**src/rtl/lever_sim_multi_if.sv**
```systemverilog
// Bus bundle for lever_sim_multi: per-tick lever/gravity/end-stop inputs and
// the step outputs handed to the stepper drivers.
interface lever_sim_multi_if #(
    parameter int CHANNELS = 2,
    parameter int INT_W    = 16,
    parameter int FRAC_W   = 16
);
    logic [CHANNELS*(INT_W+FRAC_W)-1:0] acc_in;
    logic [INT_W+FRAC_W-1:0]            gravity;
    logic [CHANNELS-1:0]                calib;
    logic [CHANNELS-1:0]                end_lo;
    logic [CHANNELS-1:0]                end_hi;
    logic [CHANNELS*INT_W-1:0]          delta_steps;
    logic [CHANNELS*INT_W-1:0]          current_pos;
    logic                               out_valid;
    logic                               tick;

    modport master (
        output acc_in, gravity, calib, end_lo, end_hi,
        input  delta_steps, current_pos, out_valid, tick
    );

    modport slave (
        input  acc_in, gravity, calib, end_lo, end_hi,
        output delta_steps, current_pos, out_valid, tick
    );
endinterface

```
**src/rtl/lever_sim_multi.sv**
```systemverilog
// Multi-channel lever simulator: per tick, integrates acceleration into velocity
// and position for each channel, one channel per clock. Optional viscous damping
// is enabled by defining LEVER_SIM_DAMPING_EN.
module lever_sim_multi #(
    parameter int CHANNELS  = 2,
    parameter int INT_W     = 16,
    parameter int FRAC_W    = 16,
    parameter int VEXT_W    = 8,
    parameter int TICK_DIV  = 500000,
    parameter int ACC_SHIFT = 0,
    parameter int VEL_SHIFT = 0,
    parameter logic [INT_W+FRAC_W-1:0] VMAX = 32'h0008_0000,
    parameter int POS_MAX   = 1599,
    parameter int CAL_STEP  = 1
`ifdef LEVER_SIM_DAMPING_EN
    , parameter int DAMP_SHIFT = 6
`endif
) (
    input  logic             clock,
    input  logic             reset,
    lever_sim_multi_if.slave bus
);
    localparam int AW    = INT_W + FRAC_W;
    localparam int VW    = INT_W + VEXT_W + FRAC_W;
    localparam int PW    = VW + 1;
    localparam int CH_W  = (CHANNELS > 1) ? $clog2(CHANNELS) : 1;
    localparam int CNT_W = $clog2(TICK_DIV);

    localparam logic [1:0] IDLE = 2'd0;
    localparam logic [1:0] PROC = 2'd1;
    localparam logic [1:0] DONE = 2'd2;

    localparam logic signed [AW-1:0] A_MAX     = {1'b0, {(AW-1){1'b1}}};
    localparam logic signed [AW-1:0] A_MIN     = -A_MAX;
    localparam logic signed [VW-1:0] V_MAX     = $signed({{VEXT_W{1'b0}}, VMAX});
    localparam logic signed [VW-1:0] V_MIN     = -V_MAX;
    localparam logic signed [AW-1:0] P_MAX_FIX = {INT_W'(POS_MAX), {FRAC_W{1'b0}}};

    if (TICK_DIV < CHANNELS + 2) begin : g_bad_tick_div
        $error("TICK_DIV must be at least CHANNELS+2");
    end

    logic [CNT_W-1:0] cnt_q, cnt_d;
    logic [1:0]       state_q, state_d;
    logic [CH_W-1:0]  ch_q, ch_d;
    logic             tick;

    logic [CHANNELS-1:0][AW-1:0] snap_acc_q, snap_acc_d;
    logic [AW-1:0]               snap_grav_q, snap_grav_d;
    logic [CHANNELS-1:0]         snap_cal_q, snap_cal_d;
    logic [CHANNELS-1:0]         snap_lo_q, snap_lo_d;
    logic [CHANNELS-1:0]         snap_hi_q, snap_hi_d;

    logic [CHANNELS-1:0][VW-1:0]    v_q, v_d;
    logic [CHANNELS-1:0][AW-1:0]    p_q, p_d;
    logic [CHANNELS-1:0][INT_W-1:0] stage_pos_q, stage_pos_d;
    logic [CHANNELS-1:0][INT_W-1:0] stage_dl_q, stage_dl_d;
    logic [CHANNELS-1:0][INT_W-1:0] pos_q, pos_d;
    logic [CHANNELS-1:0][INT_W-1:0] dl_q, dl_d;
    logic                           out_valid_q, out_valid_d;

    logic signed [AW:0]         acc_sum;
    logic signed [AW-1:0]       a_sat;
    logic signed [VW-1:0]       a_ext, v_cur, v_damp, v_new, v_fin;
    logic signed [VW:0]         v_sum;
    logic signed [PW-1:0]       p_sum;
    logic signed [PW-FRAC_W-1:0] p_int;
    logic signed [AW-1:0]       p_new;
    logic [INT_W-1:0]           pos_new, dl_new;

    assign tick = (cnt_q == CNT_W'(TICK_DIV - 1));

    // Datapath for the channel selected by ch_q, operating on the tick snapshot.
    always_comb begin
        acc_sum = (AW+1)'($signed(snap_acc_q[ch_q])) + (AW+1)'($signed(snap_grav_q));
        if (acc_sum > (AW+1)'(A_MAX))      a_sat = A_MAX;
        else if (acc_sum < (AW+1)'(A_MIN)) a_sat = A_MIN;
        else                               a_sat = acc_sum[AW-1:0];

        a_ext = VW'(a_sat >>> ACC_SHIFT);
        v_cur = $signed(v_q[ch_q]);
`ifdef LEVER_SIM_DAMPING_EN
        v_damp = (v_cur != '0) ? v_cur - (v_cur >>> DAMP_SHIFT) : v_cur;
`else
        v_damp = v_cur;
`endif
        v_sum = (VW+1)'(v_damp) + (VW+1)'(a_ext);
        if (v_sum > (VW+1)'(V_MAX))      v_new = V_MAX;
        else if (v_sum < (VW+1)'(V_MIN)) v_new = V_MIN;
        else                             v_new = v_sum[VW-1:0];

        p_sum = PW'($signed(p_q[ch_q])) + PW'(v_new >>> VEL_SHIFT);
        p_int = p_sum[PW-1:FRAC_W];
        v_fin = v_new;
        p_new = p_sum[AW-1:0];

        if (snap_cal_q[ch_q]) begin
            v_fin = '0;
            if (snap_lo_q[ch_q])      p_new = '0;
            else if (snap_hi_q[ch_q]) p_new = P_MAX_FIX;
            else                      p_new = $signed(p_q[ch_q]);
        end else if (p_sum[PW-1]) begin
            v_fin = '0;
            p_new = '0;
        end else if (p_int > (PW-FRAC_W)'(POS_MAX)) begin
            v_fin = '0;
            p_new = P_MAX_FIX;
        end

        pos_new = p_new[AW-1:FRAC_W];
        dl_new  = snap_cal_q[ch_q] ? INT_W'(CAL_STEP) : pos_new - pos_q[ch_q];
    end

    always_comb begin
        cnt_d       = tick ? '0 : cnt_q + CNT_W'(1);
        state_d     = state_q;
        ch_d        = ch_q;
        snap_acc_d  = snap_acc_q;
        snap_grav_d = snap_grav_q;
        snap_cal_d  = snap_cal_q;
        snap_lo_d   = snap_lo_q;
        snap_hi_d   = snap_hi_q;
        v_d         = v_q;
        p_d         = p_q;
        stage_pos_d = stage_pos_q;
        stage_dl_d  = stage_dl_q;
        pos_d       = pos_q;
        dl_d        = dl_q;
        out_valid_d = 1'b0;

        if (tick) begin
            snap_acc_d  = bus.acc_in;
            snap_grav_d = bus.gravity;
            snap_cal_d  = bus.calib;
            snap_lo_d   = bus.end_lo;
            snap_hi_d   = bus.end_hi;
        end

        case (state_q)
            IDLE: begin
                if (tick) begin
                    state_d = PROC;
                    ch_d    = '0;
                end
            end
            PROC: begin
                v_d[ch_q]         = v_fin;
                p_d[ch_q]         = p_new;
                stage_pos_d[ch_q] = pos_new;
                stage_dl_d[ch_q]  = dl_new;
                // Outputs load on the edge into DONE so they appear together with out_valid.
                if (ch_q == CH_W'(CHANNELS - 1)) begin
                    state_d     = DONE;
                    out_valid_d = 1'b1;
                    pos_d       = stage_pos_d;
                    dl_d        = stage_dl_d;
                end else begin
                    ch_d = ch_q + CH_W'(1);
                end
            end
            DONE:    state_d = IDLE;
            default: state_d = IDLE;
        endcase
    end

    always_ff @(posedge clock or posedge reset) begin
        if (reset) begin
            cnt_q       <= '0;
            state_q     <= IDLE;
            ch_q        <= '0;
            snap_acc_q  <= '0;
            snap_grav_q <= '0;
            snap_cal_q  <= '0;
            snap_lo_q   <= '0;
            snap_hi_q   <= '0;
            v_q         <= '0;
            p_q         <= '0;
            stage_pos_q <= '0;
            stage_dl_q  <= '0;
            pos_q       <= '0;
            dl_q        <= '0;
            out_valid_q <= 1'b0;
        end else begin
            cnt_q       <= cnt_d;
            state_q     <= state_d;
            ch_q        <= ch_d;
            snap_acc_q  <= snap_acc_d;
            snap_grav_q <= snap_grav_d;
            snap_cal_q  <= snap_cal_d;
            snap_lo_q   <= snap_lo_d;
            snap_hi_q   <= snap_hi_d;
            v_q         <= v_d;
            p_q         <= p_d;
            stage_pos_q <= stage_pos_d;
            stage_dl_q  <= stage_dl_d;
            pos_q       <= pos_d;
            dl_q        <= dl_d;
            out_valid_q <= out_valid_d;
        end
    end

    assign bus.tick        = tick;
    assign bus.out_valid   = out_valid_q;
    assign bus.current_pos = pos_q;
    assign bus.delta_steps = dl_q;
endmodule
```
**src/flat_wrapper.sv**
```systemverilog
// flat-port wrapper written by rule: the top's interface ports become plain ports
module lever_sim_multi_flat 
#(
    parameter int CHANNELS  = 2,
    parameter int INT_W     = 16,
    parameter int FRAC_W    = 16,
    parameter int VEXT_W    = 8,
    parameter int TICK_DIV  = 500000,
    parameter int ACC_SHIFT = 0,
    parameter int VEL_SHIFT = 0,
    parameter logic [INT_W+FRAC_W-1:0] VMAX = 32'h0008_0000,
    parameter int POS_MAX   = 1599,
    parameter int CAL_STEP  = 1

)
  (clock, reset, bus_acc_in, bus_gravity, bus_calib, bus_end_lo, bus_end_hi, bus_delta_steps, bus_current_pos, bus_out_valid, bus_tick);
  lever_sim_multi_if #(.CHANNELS(CHANNELS), .INT_W(INT_W), .FRAC_W(FRAC_W)) bus_i ();
  input  logic clock;
  input  logic reset;
  input wire logic [$bits(bus_i.acc_in)-1:0] bus_acc_in;
  input wire logic [$bits(bus_i.gravity)-1:0] bus_gravity;
  input wire logic [$bits(bus_i.calib)-1:0] bus_calib;
  input wire logic [$bits(bus_i.end_lo)-1:0] bus_end_lo;
  input wire logic [$bits(bus_i.end_hi)-1:0] bus_end_hi;
  output wire logic [$bits(bus_i.delta_steps)-1:0] bus_delta_steps;
  output wire logic [$bits(bus_i.current_pos)-1:0] bus_current_pos;
  output wire logic [$bits(bus_i.out_valid)-1:0] bus_out_valid;
  output wire logic [$bits(bus_i.tick)-1:0] bus_tick;
  assign bus_i.acc_in = bus_acc_in;
  assign bus_i.gravity = bus_gravity;
  assign bus_i.calib = bus_calib;
  assign bus_i.end_lo = bus_end_lo;
  assign bus_i.end_hi = bus_end_hi;
  assign bus_delta_steps = bus_i.delta_steps;
  assign bus_current_pos = bus_i.current_pos;
  assign bus_out_valid = bus_i.out_valid;
  assign bus_tick = bus_i.tick;
  lever_sim_multi #(.CHANNELS(CHANNELS), .INT_W(INT_W), .FRAC_W(FRAC_W), .VEXT_W(VEXT_W), .TICK_DIV(TICK_DIV), .ACC_SHIFT(ACC_SHIFT), .VEL_SHIFT(VEL_SHIFT), .VMAX(VMAX), .POS_MAX(POS_MAX), .CAL_STEP(CAL_STEP)) u_core (.clock(clock), .reset(reset), .bus(bus_i));
endmodule
```
**config.mk**
```make
export PLATFORM = sky130hd
export DESIGN_NAME = lever_sim_multi_flat
export DESIGN_NICKNAME = d
export VERILOG_FILES = /design/src/rtl/lever_sim_multi_if.sv /design/src/rtl/lever_sim_multi.sv /design/src/flat_wrapper.sv
export SDC_FILE = /design/constraint.sdc
export NUM_CORES = 1
export LEC_CHECK = 0
export CELL_PAD_IN_SITES_DETAIL_PLACEMENT = 1
export CELL_PAD_IN_SITES_GLOBAL_PLACEMENT = 2
export CORE_MARGIN = 1
export CORE_UTILIZATION = 41
export CTS_CLUSTER_DIAMETER = 200
export CTS_CLUSTER_SIZE = 16
export DETAILED_ROUTE_END_ITERATION = 10
export PLACE_DENSITY = 0.86
export SETUP_SLACK_MARGIN = 0.05
export SLEW_MARGIN = 20
export SYNTH_ARGS = -nofsm -noshare
export SYNTH_HDL_FRONTEND = slang
export SYNTH_SLANG_ARGS = --single-unit
export TNS_END_PERCENT = 10
```
**constraint.sdc**
```tcl
create_clock -name clock -period 44.9 [get_ports clock]
set_input_delay 6.735 -clock clock [delete_from_list [all_inputs] [get_ports clock]]
set_output_delay 6.735 -clock clock [all_outputs]
set_load 0.03 [all_outputs]
```
==> results of run 1 <==
metrics by stage:
stage	instance area [sq um]	setup WS, ps	std cells	total power [mW]
final	27200	26680	3505	0.568
after global routing	27200	25120	3505	0.588
after CTS	27200	26520	3502	0.576
after detailed placement	26500	26630	3473	0.352
after global placement	26500	27750	3473	0.352
after floorplan	24200	28000	2662	0.340
logic make-up (layout without fill, tap and decap cells):
logic type               count (synthesis)  after routing  synth area share, %
AND/OR/NAND/NOR                        944            944                 17.7
AO/OA/AOI/OAI                          636            636                 18.5
flip-flops                             365            365                 37.8
multiplexers                           238            238                 10.9
buffers and inverters                  220            297                 3.67
adder cells (fa/ha/maj)                132            132                 6.85
XOR/XNOR                               127            127                 4.60
other                                    0              1                    0
power by group through the flow:
stage / clock (mW) / sequential (mW) / combinational [mW]
2_1_floorplan: 0 / 0.335 / 0.00483
3_3_place_gp: 0 / 0.335 / 0.0167
4_1_cts: 0.231 / 0.328 / 0.0171
6_report: 0.223 / 0.328 / 0.0167
3_5_place_dp: 0 / 0.335 / 0.0170
5_1_grt: 0.241 / 0.328 / 0.0187
layout by cell type (no fill, tap or decap), types with 47 or more instances in the layout:
cell / Yosys / layout
nand2_1: 457 / 457
a21o_1: 55 / 55
a21oi_1: 134 / 132
mux2_2: 198 / 198
xor2_1: 47 / 47
o31ai_1: 55 / 54
ha_1: 118 / 118
clkdlybuf4s50_1: 0 / 169
o21ai_0: 121 / 121
xnor2_1: 80 / 80
inv_1: 69 / 67
nand3_1: 53 / 53
nor3_1: 60 / 60
dfrtp_1: 365 / 364
nor2_1: 187 / 185
worst paths after layout:
check / start / to / slack, ps / depth (start not counted)
hold / removal: u_core.state_q[1] / u_core.state_q[0] / 460 / 1
setup reg to reg: u_core.ch_q / u_core.stage_dl_q[14] / 26680 / 75
min in group asynchronous: reset / u_core.v_q[69] / 6630 / 2
setup / recovery: u_core.ch_q / u_core.stage_dl_q[14] / 26680 / 75
max in group asynchronous: reset / u_core.p_q[7] / 36340 / 4
hold reg to reg: u_core.state_q[1] / u_core.state_q[0] / 460 / 1
Yosys cell counts, types with 16 or more instances:
library cell    n  area [sq um]
nand2_1       457          1720
dfrtp_1       365          9130
mux2_2        198          2230
nor2_1        187           702
a21oi_1       134           671
o21ai_0       121           606
ha_1          118          1480
clkbuf_1      113           424
xnor2_1        80           701
inv_1          69           259
nor3_1         60           300
a21o_1         55           413
o31ai_1        55           413
nand3_1        53           265
xor2_1         47           412
mux2i_1        40           400
o21a_1         37           278
nand4_1        31           194
a31oi_1        30           188
o31a_1         26           228
and3_1         20           125
o21bai_1       20           150
nor2b_1        19           119
buf_1          17          63.8
nand2b_1       17           106
a211oi_1       16           120
and2_1         16           100
or3_1          16           100
worst max-delay path, delay by kind of cell, from the launching register on:
kind	cells	cell delay [ps]
xor+xnor	2	210
buf+inv	3	410
flops	1	830
mux	2	510
compound gates	45	10440
simple gates	15	3520
fa+ha+maj	8	2080
routing by layer:
layer / wire [um] / vias up / track usage [%]
met2: 36100 / 278 / 42.4
met3: 2110 / 57 / 2.04
met5: 13 / - / 0
met4: 1010 / 2 / 3.62
li1: - / 9663 / -
met1: 37900 / 10600 / 37.3
final cells by class:
cell class / instances / area (sq um)
clock inverter: 2 / 21.3
fill: 6648 / 30800
antenna: 1 / 2.50
clock buffer: 27 / 654
tap: 765 / 957
timing repair buffer: 199 / 1950
multi-input combinational: 2077 / 14200
inverter: 69 / 267
sequential: 365 / 9140
sequential cells by signal, indices dropped and copies added, names as in the netlist, 19 cells and up:
signal,cells
u_core.v_q,80
u_core.p_q,64
u_core.snap_acc_q,64
u_core.bus.current_pos,32
u_core.bus.delta_steps,32
u_core.snap_grav_q,32
u_core.cnt_q,19
==> flow_metrics.tcl, run 1 <==
set metrics [dict create \
    gp_congestion 0.898 \
    yosys_warnings 0 \
    status "finished clean" \
    clock_latency_ps 600 \
    synthArstFlopShare_pct 100 \
    wire_per_inst_um 22.0 \
    startpoint_type "register" \
    final-setup-viol-count 0 \
    overflow 0 \
    path_clk_slew_ps 90 \
    vias_per_cell 5.89 \
    p_leak_nw 12.9 \
    cts_num_sinks 365 \
    drtIter0Drc 1097 \
    skew_ps 39.1 \
    cp_slowest_cell "dfrtp_4" \
    grt_pass1_wl_mm 124 \
    slew_viol_final 0 \
    die_h_um 245 \
    critPathArrivalTime_ps 18700 \
    vias 20600 \
    hold_slack_ps 458 \
    portBuffers 169 \
    nNetsFinal 2964 \
    fmax_mhz 54.9 \
    route.detailed.drc 0 \
    rsz0062_at_grt "false" \
    p_int_mw 0.440 \
    power.switching_fraction_pct 22.5 \
    worst_pin_slew_ps 1120 \
    syn_to_final_growth_pct 12.5 \
    tritoncts "built" \
    netSwitchingPower_mw 0.128 \
    synth_top_flop_cell "dfrtp_1" \
    grt_use_total_pct 25.7 \
    worst-path-max-fanout 41 \
    seq_area_frac_synth_pct 37.8 \
    required_ps 45380 \
    ys_types 96 \
    cpMostUsedCell "a21oi_1" \
    die_area_sq_um 60000 \
    p_comb_share_pct 2.9 \
    ys_ff_latch 365 \
    postCtsSetupRepairBufs 0 \
    grt_max_degree 175 \
    peakVddDrop_v 0.0000290 \
    clockPowerShare_pct 39.3 \
    pin_count 170 \
    finalCriticalPeriod_ps 18220 \
    floorplan.rows 88 \
    die_w_um 245 \
    min_period_over_period_pct 40.6 \
    slew_headroom_pct 25.2 \
    cts_made_buffers 26 \
    critPathMaxStageDelay_ps 830 \
    synthCells 2662 \
    hp-class "reg2reg" \
    cts_hold_buf 0 \
    drive_above_1_share_pct 11.8 \
    grt_pass1_vias 21500 \
    cts_max_level 1 \
    maxCapViolations 0 \
    netlist_area_sq_um 24200 \
    synth_edf_count 0 \
    hold_viol 0 \
    wirelength_mm 77.1 \
    initial_core_util_pct 41.7 \
    cts-root-buf "clkbuf_16" \
    power.density_nw_per_um2 20.9 \
    ant_nets 0 \
    path_class "reg2reg" \
    syn_nets 2888 \
    fin_setup_tns_ps 0 \
    antenna_found_initial 2 \
    dpl.hpwl_mm 57.1 \
    drtPass1Iterations 5 \
    core_area_sq_um 58000 \
    crit_path_end_kind "register" \
    syn-mean-instance-area_sq_um 9.09 \
    post-route-util_pct 46.9 \
    clockBufferDepth 3 \
    cts_resized 0 \
    seq_power_share_pct 57.8 \
]
No activity file was read; power rests on OpenSTA's default activity.
==> run 2, diff against run 1 <==
- CORE_UTILIZATION: 41 -> 38
- PLACE_DENSITY: 0.86 -> 0.8
- clock period: 44.9 -> 17.39 ns (I/O delays scaled with it)
==> run 2 against run 1 <==
Flip-flop and latch count stayed put. Final cell count is 2.8% higher. Global-route usage fell by 1.4 points. Sequential share of layout area shrank 0.45 points. Combinational power increased to 2.6 times the previous value. Register-to-register slack worse by 26000 ps. Clock skew down 15 ps. Die area rose by 7.8%. Maximum frequency grew 12%. Sequential power grew to 2.6 times the previous value. Cell area increased by 1.3%. Clock-buffer cell count stayed put.
==> flow_metrics.tcl, run 2 (synthesis gave the netlist of run 1 again) <==
set metrics [dict create \
    status "finished clean" \
    die_area_sq_um 64700 \
    syn_to_final_growth_pct 14.1 \
    fillerInstances 7189 \
    route.detailed.drc 0 \
    critPathMaxStageDelay_ps 570 \
    cts_num_sinks 365 \
    antenna_found_initial 1 \
    floorplan.rows 92 \
    cpMostUsedCell "a21oi_1" \
    final-setup-viol-count 0 \
    cp_slowest_cell "or3_4" \
    hp-class "reg2reg" \
    reg_top3 "u_core.v_q (80), u_core.p_q (64), u_core.snap_acc_q (64)" \
    dpl.cell_count 3563 \
    pre_cts_slack_ps 181 \
    power.density_nw_per_um2 53.3 \
    core_area_sq_um 63000 \
    finalCriticalPeriod_ps 16250 \
    layout_setup_ws_ps 1140 \
    path_class "reg2reg" \
    drtIter0Drc 1230 \
    clockPowerShare_pct 39.4 \
    placed_area_sq_um 26700 \
    die_h_um 254 \
    drtPass1Iterations 8 \
    gp_congestion 0.892 \
    tritoncts "built" \
    vias_per_cell 5.72 \
    power.switching_fraction_pct 22.8 \
    die_w_um 254 \
    fin_setup_tns_ps 0 \
    startpoint_type "register" \
    worst_pin_slew_ps 1120 \
    required_ps 17880 \
    path_clk_slew_ps 90 \
    largest-register "u_core.v_q" \
    wire_per_inst_um 22.0 \
    fin_cells 3604 \
    slew_headroom_pct 25.2 \
    mostFrequentLayoutCell "nand2_1" \
    drive_above_1_share_pct 12.9 \
    cts_max_level 1 \
    p_comb_share_pct 2.9 \
    p_leak_nw 13.1 \
    final_area_sq_um 27600 \
    rsz0062_at_grt "false" \
    wirelength_mm 79.2 \
    clockBufferDepth 3 \
    post-route-util_pct 43.8 \
    final_cell_mix "457 x nand2_1, 364 x dfrtp_1, 198 x mux2_2, 184 x nor2_1, 169 x clkdlybuf4s50_1" \
    diodes 0 \
    portBuffers 169 \
    peakVddDrop_v 0.0000622 \
    grt_max_degree 119 \
    maxCapViolations 0 \
    hold_slack_ps 470 \
    overflow 0 \
    nNetsFinal 2983 \
    fmax_mhz 61.5 \
    clock_latency_ps 600 \
    critPathArrivalTime_ps 16740 \
    grt_pass1_vias 21600 \
    dpl.hpwl_mm 58.6 \
    cts-root-buf "clkbuf_16" \
    hold_viol 0 \
    worst-path-max-fanout 29 \
    crit_path_end_kind "register" \
    largest_reg_flops 80 \
    pin_count 170 \
    cts_made_buffers 26 \
    skew_ps 23.8 \
    netSwitchingPower_mw 0.335 \
    finalPower_mw 1.47 \
    grt_pass1_wl_mm 125 \
    p_int_mw 1.14 \
    min_period_over_period_pct 93.5 \
    vias 20600 \
    initial_core_util_pct 38.4 \
    slew_viol_final 0 \
    grt_use_total_pct 24.3 \
    ant_nets 0 \
    seq_power_share_pct 57.7 \
]
[run 2: changes by cell type in the layout (fill, tap and decap cells not counted), moves of 2 or more]
cell / change
o21ai_0: -3
o21ai_2: +2
a41oi_1: -2
buf_6: +3
nor4_1: -2
buf_4: +14
[run 2: critical path: cells and delay by family (launching register included)]
| kind | cells | cell delay, ps |
|---|---|---|
| compound gates | 43 | 8470 |
| xor+xnor | 2 | 330 |
| fa+ha+maj | 7 | 1960 |
| buf+inv | 3 | 480 |
| flops | 1 | 560 |
| mux | 1 | 260 |
| simple gates | 23 | 4010 |
[run 2: final cells by class]
class	instances	area, sq um	area share [%]
clock inverters	2	21.3	0.0771
multi-input cells	2078	14300	52.0
flip-flops and latches	365	9140	33.1
clock buffers	27	654	2.37
well taps	846	1060	3.84
inverters	69	267	0.966
repair buffers	217	2100	7.61
[run 2: final timing paths]
path | startpoint | depth (start not counted) | slack [ps] | to
setup / recovery | u_core.ch_q | 79 | 1140 | u_core.bus.delta_steps[31]
hold / removal | u_core.stage_pos_q[5] | 2 | 470 | u_core.bus.current_pos[5]
setup reg to reg | u_core.ch_q | 79 | 1140 | u_core.bus.delta_steps[31]
hold reg to reg | u_core.stage_pos_q[5] | 2 | 470 | u_core.bus.current_pos[5]
max in group asynchronous | reset | 3 | 13200 | u_core.p_q[55]
min in group asynchronous | reset | 2 | 2560 | u_core.v_q[67]
[run 2: what timing repair did]
action | in CTS | in global routing
hold buffers | 0 | 0
resized for setup | 0 | 24
setup endpoints to repair | 0 | 18
buffers inserted | 0 | 10
[run 2: power by group through the flow]
stage	clock (mW)	sequential (mW)	combinational [mW]
after floorplan	0	0.865	0.0125
after global placement	0	0.865	0.0440
after detailed placement	0	0.865	0.0448
after CTS	0.604	0.848	0.0450
after global routing	0.626	0.848	0.0476
final	0.580	0.848	0.0429
[run 2: metal layers]
metal | routed length, um | track usage, %
met1 | 38300 | 35.4
met2 | 36600 | 39.3
met3 | 2920 | 2.32
met4 | 1480 | 4.25
met5 | 0 | 0
